**src/rtl/branch_flag_ctrl.sv**
```systemverilog
// branch_flag_ctrl: resolves conditional branches against N/Z/V, stalling while a needed flag is in flight.
// Optional BRANCH_PERF_EN adds stall_cycles / taken_cnt performance counters.
module branch_flag_ctrl #(
    parameter int EX_LAT    = 2,
    parameter int STALL_MAX = 7
) (
    input  logic       clk,
    input  logic       rst,
    input  logic       issue_valid,
    input  logic [3:0] issue_opcode,
    input  logic [2:0] flags,
    input  logic       br_valid,
    input  logic [2:0] br_cond,
    input  logic       fetch_ready,
    input  logic       flush,
    output logic       stall,
    output logic       br_resolved,
    output logic       br_taken,
    output logic       err
`ifdef BRANCH_PERF_EN
    ,
    output logic [15:0] stall_cycles,
    output logic [15:0] taken_cnt
`endif
);
    // The write stage is covered by bypass, so only the stages before it are tracked.
    localparam int PD = (EX_LAT > 1) ? EX_LAT - 1 : 1;
    localparam int CW = ($clog2(STALL_MAX + 1) > 3) ? $clog2(STALL_MAX + 1) : 3;
    localparam logic [CW-1:0] SMAX = CW'(STALL_MAX);
    localparam logic [7:0][2:0] NEED = {3'b000, 3'b001, 3'b110, 3'b110,
                                        3'b100, 3'b110, 3'b010, 3'b010};

    typedef enum logic [1:0] {IDLE, WAIT, HOLD} state_t;

    state_t           state, state_next;
    logic [PD-1:0][2:0] pend;
    logic [2:0]       mask, busy, need;
    logic [CW-1:0]    cnt;
    logic             n, z, v;
    logic             hazard, cond, held, wait_hit, resolving;

    assign {n, z, v} = flags;

    always_comb begin
        mask = {issue_opcode <= 4'd1,
                issue_opcode <= 4'd7 && issue_opcode != 4'd3 && issue_opcode != 4'd6,
                issue_opcode <= 4'd1};
        need = NEED[br_cond];
        busy = '0;
        for (int i = 0; i < PD; i++) busy |= pend[i];
        hazard = (EX_LAT > 1) && |(need & busy);
    end

    always_comb begin
        cond = 1'b1;
        case (br_cond)
            3'b000: cond = !z;
            3'b001: cond = z;
            3'b010: cond = !z && !n;
            3'b011: cond = n;
            3'b100: cond = z || !n;
            3'b101: cond = n || z;
            3'b110: cond = v;
            3'b111: cond = 1'b1;
        endcase
    end

    always_ff @(posedge clk or negedge rst) begin
        if (!rst) state <= IDLE;
        else      state <= state_next;
    end

    always_comb begin
        state_next = flush            ? IDLE :
                     state == HOLD    ? (fetch_ready ? IDLE : HOLD) :
                     !br_valid        ? IDLE :
                     hazard           ? WAIT :
                     fetch_ready      ? IDLE : HOLD;
    end

    always_comb begin
        br_resolved = rst && !flush && (state == HOLD || (br_valid && !hazard));
        br_taken    = br_resolved && (state == HOLD ? held : cond);
        stall       = rst && !flush && (state == HOLD || (br_valid && (hazard || !fetch_ready)));
        resolving   = br_resolved && state != HOLD;
        wait_hit    = !flush && state == WAIT && br_valid && hazard;
    end

    always_ff @(posedge clk or negedge rst) begin
        if (!rst) begin
            pend <= '0;
            cnt  <= '0;
            held <= 1'b0;
            err  <= 1'b0;
        end else begin
            pend[0] <= (issue_valid && !flush) ? mask : 3'b000;
            for (int i = 1; i < PD; i++) pend[i] <= flush ? 3'b000 : pend[i-1];
            cnt  <= !wait_hit ? '0 : (cnt < SMAX ? cnt + 1'b1 : cnt);
            held <= (resolving && !fetch_ready) ? cond : held;
            err  <= err || (wait_hit && cnt + 1'b1 >= SMAX);
        end
    end

`ifdef BRANCH_PERF_EN
    always_ff @(posedge clk or negedge rst) begin
        if (!rst) begin
            stall_cycles <= '0;
            taken_cnt    <= '0;
        end else begin
            stall_cycles <= stall_cycles + 16'(stall && stall_cycles != 16'hFFFF);
            taken_cnt    <= taken_cnt + 16'(br_resolved && fetch_ready && br_taken);
        end
    end
`endif
endmodule

```
**config.mk**
```make
export PLATFORM = sky130hd
export DESIGN_NAME = branch_flag_ctrl
export DESIGN_NICKNAME = d
export VERILOG_FILES = /design/src/rtl/branch_flag_ctrl.sv
export SDC_FILE = /design/constraint.sdc
export NUM_CORES = 1
export LEC_CHECK = 0
export BUFFER_PORTS_ARGS = -buffer_cell sky130_fd_sc_hd__buf_2
export CAP_MARGIN = 40
export CELL_PAD_IN_SITES_DETAIL_PLACEMENT = 0
export CELL_PAD_IN_SITES_GLOBAL_PLACEMENT = 1
export CORE_MARGIN = 3
export CORE_UTILIZATION = 30
export CTS_BUF_LIST = sky130_fd_sc_hd__clkbuf_16
export DETAILED_ROUTE_END_ITERATION = 10
export PLACE_DENSITY_LB_ADDON = 0.1
export SLEW_MARGIN = 15
export SYNTH_ARGS = -nofsm -noshare
export SYNTH_HDL_FRONTEND = slang
export SYNTH_SLANG_ARGS = --single-unit
```
**constraint.sdc**
```tcl
create_clock -name clk -period 3.4 [get_ports clk]
set_clock_uncertainty 0.05 [all_clocks]
set_input_delay 0.34 -clock clk [delete_from_list [all_inputs] [get_ports clk]]
set_output_delay 0.34 -clock clk [all_outputs]
set_load 0.005 [all_outputs]
```
---- Yosys cells after proc, flatten, opt, wreduce, memory -nomap -nowiden ----
Memory sizes are Yosys's and may differ from the RTL's.
Cells that the tools add are included.
cells by class
  add/subtract/negate cells ............... 1
  multipliers ............................. 0
  div/mod/pow operators ................... 0
  order comparisons ....................... 5
  equal/unequal tests ..................... 13
  shifts and indexed selects .............. 0
  multiplexer cells ....................... 11
  bitwise logic cells ..................... 1
  reductions and logical operators ........ 29
operator list
  operator                                                                count
  1-bit logical AND                                                       16
  3-bit == test (second input constant)                                   4
  3-bit 2-to-1 mux                                                        4
  2-bit 2-to-1 mux                                                        5
  1-bit case mux with 8 select lines                                      1
  3-bit by 2-bit == test with 1-bit output (second input constant)        2
  1-bit logical OR                                                        6
  1-bit zero test                                                         5
  4-bit by 1-bit <= comparator with 1-bit output (second input constant)  1
  4-bit by 3-bit <= comparator with 1-bit output (second input constant)  1
  3-bit by 4-bit < comparator with 1-bit output (second input constant)   1
  4-bit by 2-bit != test with 1-bit output (second input constant)        1
  4-bit by 3-bit != test with 1-bit output (second input constant)        1
  3-bit by 1-bit adder with 3-bit output (second input constant)          1
  3-bit bitwise AND                                                       1
  3-bit by 1-bit == test with 1-bit output (second input constant)        1
  3-bit >= comparator (second input constant)                             1
  3-bit zero test                                                         1
  3-bit < comparator (second input constant)                              1
  3-bit OR reduction                                                      1
  2-bit by 1-bit == test with 1-bit output (second input constant)        1
  2-bit == test (second input constant)                                   1
  2-bit by 1-bit != test with 1-bit output (second input constant)        1
  2-bit != test (second input constant)                                   1
  1-bit 2-to-1 mux                                                        1
word-level totals
  register bits after elaboration ......... 10
  latch bits .............................. 0
  memory bits (writable) .................. 0
  ROM bits ................................ 24
  input port bits ......................... 16
  logic and storage cells ................. 66
  memories ................................ 1
memories
  name              words  bits a word  rd ports  clocked after memory_dff  wr ports  RTL line  source
  (name not given)  8      3            1         0                         0         48        need = NEED[br_cond];

---- Depth between registers and ports, before layout ----
  depth after elaboration ................. 10
  depth in mapped cells ................... 5
  gate-level depth less buffers ........... 5

---- Least setup slack after synthesis ----
No wires, ideal clock.
  kind .................................... input -> output
  from .................................... in br_cond[1]
  to ...................................... out br_taken
  data arrival time ....................... 1.159 ns
  required time ........................... 3.010 ns
  slack ................................... 1.851 ns
  stages .................................. 5
  path buffers ............................ 0
  cell sequence ........................... or3b_1 a311oi_2 a21oi_1 nand3b_1 a21oi_1
between the ends
  word-level cells in the longest chain between the ends .. 9
RTL lines
  item                                    RTL line  source
  start, declared                         13        input logic [2:0] br_cond,
  memory 8 x 3 bit                        -
  3-bit 2-to-1 mux (implied by the code)  48
  3-bit bitwise AND                       51        hazard = (EX_LAT > 1) && |(need & busy);
  3-bit OR reduction                      51
  1-bit zero test                         82        br_resolved = rst && !flush && (state == HOLD || (br_valid && !hazard));
  1-bit logical AND                       82
  1-bit logical OR                        82
  1-bit logical AND                       82
  1-bit logical AND *                     83        br_taken = br_resolved && (state == HOLD ? held : cond);
  end, declared                           18        output logic br_taken,
Every way passes the cells marked *; elsewhere a longest branch is shown, timed or not. The select of a mux whose other input is x is not followed.

---- Worst setup path in the final report ----
  from .................................... in rst
  to ...................................... out stall
between the ends
  word-level cells in the longest chain between the ends .. 2
RTL lines
  item                             RTL line  source
  start, declared                  8         input logic rst,
  1-bit logical AND (2 in series)  84        stall = rst && !flush && (state == HOLD || (br_valid && (hazard || !fetch_ready)));
  end, declared                    16        output logic stall,
Every way passes these cells.

==> out/qor.yml <==
clock_network:
  cts_buffers: 3
  cts_num_sinks: 9
  cts_tree: "built"
  cts_root_buf: "clkbuf_16"
  clk_path_buf_depth: 2
  cts.repair.resized: 0
  clock_latency_ns: 0.23
  cts_max_level: 1
  path_clk_slew_ns: 0.04
grt:
  use_met1_pct: 14.4
  grt-busiest-layer: "met2"
  grt_first_pass_wirelength_mm: 2.06
  grt_overflow: 0
  grt_use_met3_pct: 2.11
  grt_antenna_before_repair: 0
  globalRouteMet2Util_pct: 16.1
  grt_pass1_vias: 499
  grt_max_degree: 11
  grt_usage_pct: 10.5
yosys:
  seq_area_frac_synth_pct: 39.2
  yosysWarnings: 0
  synth.avg_cell_area_um2: 9.41
  postSynthCellCount: 61
  syn_nets: 79
  synthDistinctLibCells: 29
  synth_edf_count: 0
  synth-seq-cells: 9
  synth-main-ff-cell: "dfrtp_1"
  synth_area_um2: 574
  async_reset_ff_share_pct: 100
final_layout:
  layout_common_cells: "buf_2 (19), dfrtp_1 (9), a21oi_1 (7)"
  num-fill-cells: 189
  syn2layout_area_growth_pct: 37.5
  layout-drive-gt1-share_pct: 34.1
  antenna_cells: 0
  final_common_cell: "buf_2"
  postLayoutCoreUtil_pct: 44.8
  layout.nets: 104
die:
  die_h_um: 49.8
  io_pins: 20
  core_area_um2: 1760
  start_util_pct: 32.6
  dieWidth_um: 49.8
  dieArea_um2: 2480
  row_count: 15
detailed_routing:
  totalWireLength_mm: 1.18
  dr_total_vias: 511
  route.detailed.drc: 0
  post_drt_via_cell_ratio: 4.65
  post_drt_wl_per_cell_um: 10.7
  drt_iter0_drc: 7
  dr.pass1.iters: 4
  postRouteAntennaNets: 0
timing:
  fmax_mhz: 468
  fin_crit_sh_pct: 62.8
  final.setup.tns_ns: 0
  slew_headroom_pct: 84.0
  setup_viol: 0
  drv_slew: 0
  hold_viol_final: 0
  worst_pin_slew_ns: 0.238
  rsz0062_at_grt: "no"
  finalCriticalPeriod_ns: 2.14
power:
  ir_drop_v: 0.000190
  p_leak_uw: 0.000358
  power_density_nw_per_um2: 459
critical_path:
  rr_worst_depth: 5
  reg2reg_from: "busy[0]"
  required_ns: 3.01
  reg2reg_to: "held"
  start_kind: "input pin"
  path_class: "in -> out"
  reg2reg_slack_ns: 1.87
  cp-startpoint: "rst"
  crit_arrival_ns: 1.75
  cp-end-kind: "output pin"
  crit_fanout: 10
run:
  drv_cap: 0
status:
  status: "completed"
hold_path:
  hold_path_class: "in -> reg"
  hold-path-endpoint: "busy[0]"
  hold_start: "issue_opcode[1]"
  hold-path-cell-count: 2
placement:
  hpwl_um: 947
  io_buffers: 19
  gp_congestion: 0.749
## synthesized netlist by cell type (all sizes together), types with 3 or more instances
cell	count	area, µm²
o21ai	4	23.8
a21oi	7	35.0
nand2	6	22.5
nor3	3	15.0
nor2	5	18.8
dfrtp	9	225
## sequential cells by signal, indices dropped and copies added, names as in the netlist
signal / cells
held: 1
cnt: 3
busy: 2
state: 2
err: 1
## final cells by class
cell class | count | area [µm²] | area share (%)
repair buffers | 20 | 105 | 13.3
flip-flops and latches | 9 | 225 | 28.5
clock inverters | 1 | 3.75 | 0.475
well taps | 25 | 31.3 | 3.96
inverters | 1 | 3.75 | 0.475
clock buffers | 3 | 75.1 | 9.51
multi-input cells | 51 | 345 | 43.7
## cells by family after synthesis
| family | count (synthesis) | synth area share [%] |
|---|---|---|
| multiplexers | 2 | 4.57 |
| adder cells (fa/ha/maj) | 2 | 4.36 |
| AND/OR/NAND/NOR | 29 | 30.5 |
| flip-flops | 9 | 39.2 |
| AO/OA/AOI/OAI | 17 | 19.2 |
| XOR/XNOR | 1 | 1.53 |
| buffers and inverters | 1 | 0.653 |
## how the worst max path moves through the flow
| stage | end | slack [ns] |
|---|---|---|
| after CTS | stall | 1.23 |
| after global routing | stall | 1.16 |
| after floorplan | br_taken | 1.85 |
| after global placement | br_taken | 1.57 |
| final | stall | 1.26 |
| after detailed placement | br_taken | 1.56 |
## timing repair
action	4_1_cts	5_1_grt
hold buffers	1	0
hold endpoints to repair	9	0
setup buffers	0	0
## where the power goes
part           internal [µW]  switching, µW
Clock                    154           50.2
Combinational           22.1           20.7
Sequential               113           2.76
Total                    288           73.7
## metal layers
metal	vias to the layer above	part of all wire, %
li1	268	-
met2	14	42
met1	227	51
met3	2	6.3
met5	-	0
met4	0	0.68
## metrics by stage
stage | cells | instance area, µm² | worst slack [ns] | hold WS (ns) | power [µW]
after detailed placement | 105 | 701 | 1.56 | 0.166 | 159
after global placement | 105 | 701 | 1.57 | 0.170 | 160
after CTS | 110 | 790 | 1.23 | 0.226 | 367
after global routing | 110 | 790 | 1.16 | 0.245 | 380
final | 110 | 790 | 1.26 | 0.225 | 362
after floorplan | 61 | 574 | 1.85 | -0.00559 | 139
## worst max-delay path, cell delays in order
cell           delay (ns)
dlygate4sd3_1        0.52
buf_2                0.24
or2b_2               0.37
a31oi_1              0.14
buf_2                0.13
Power figures use the tool's default switching activity.
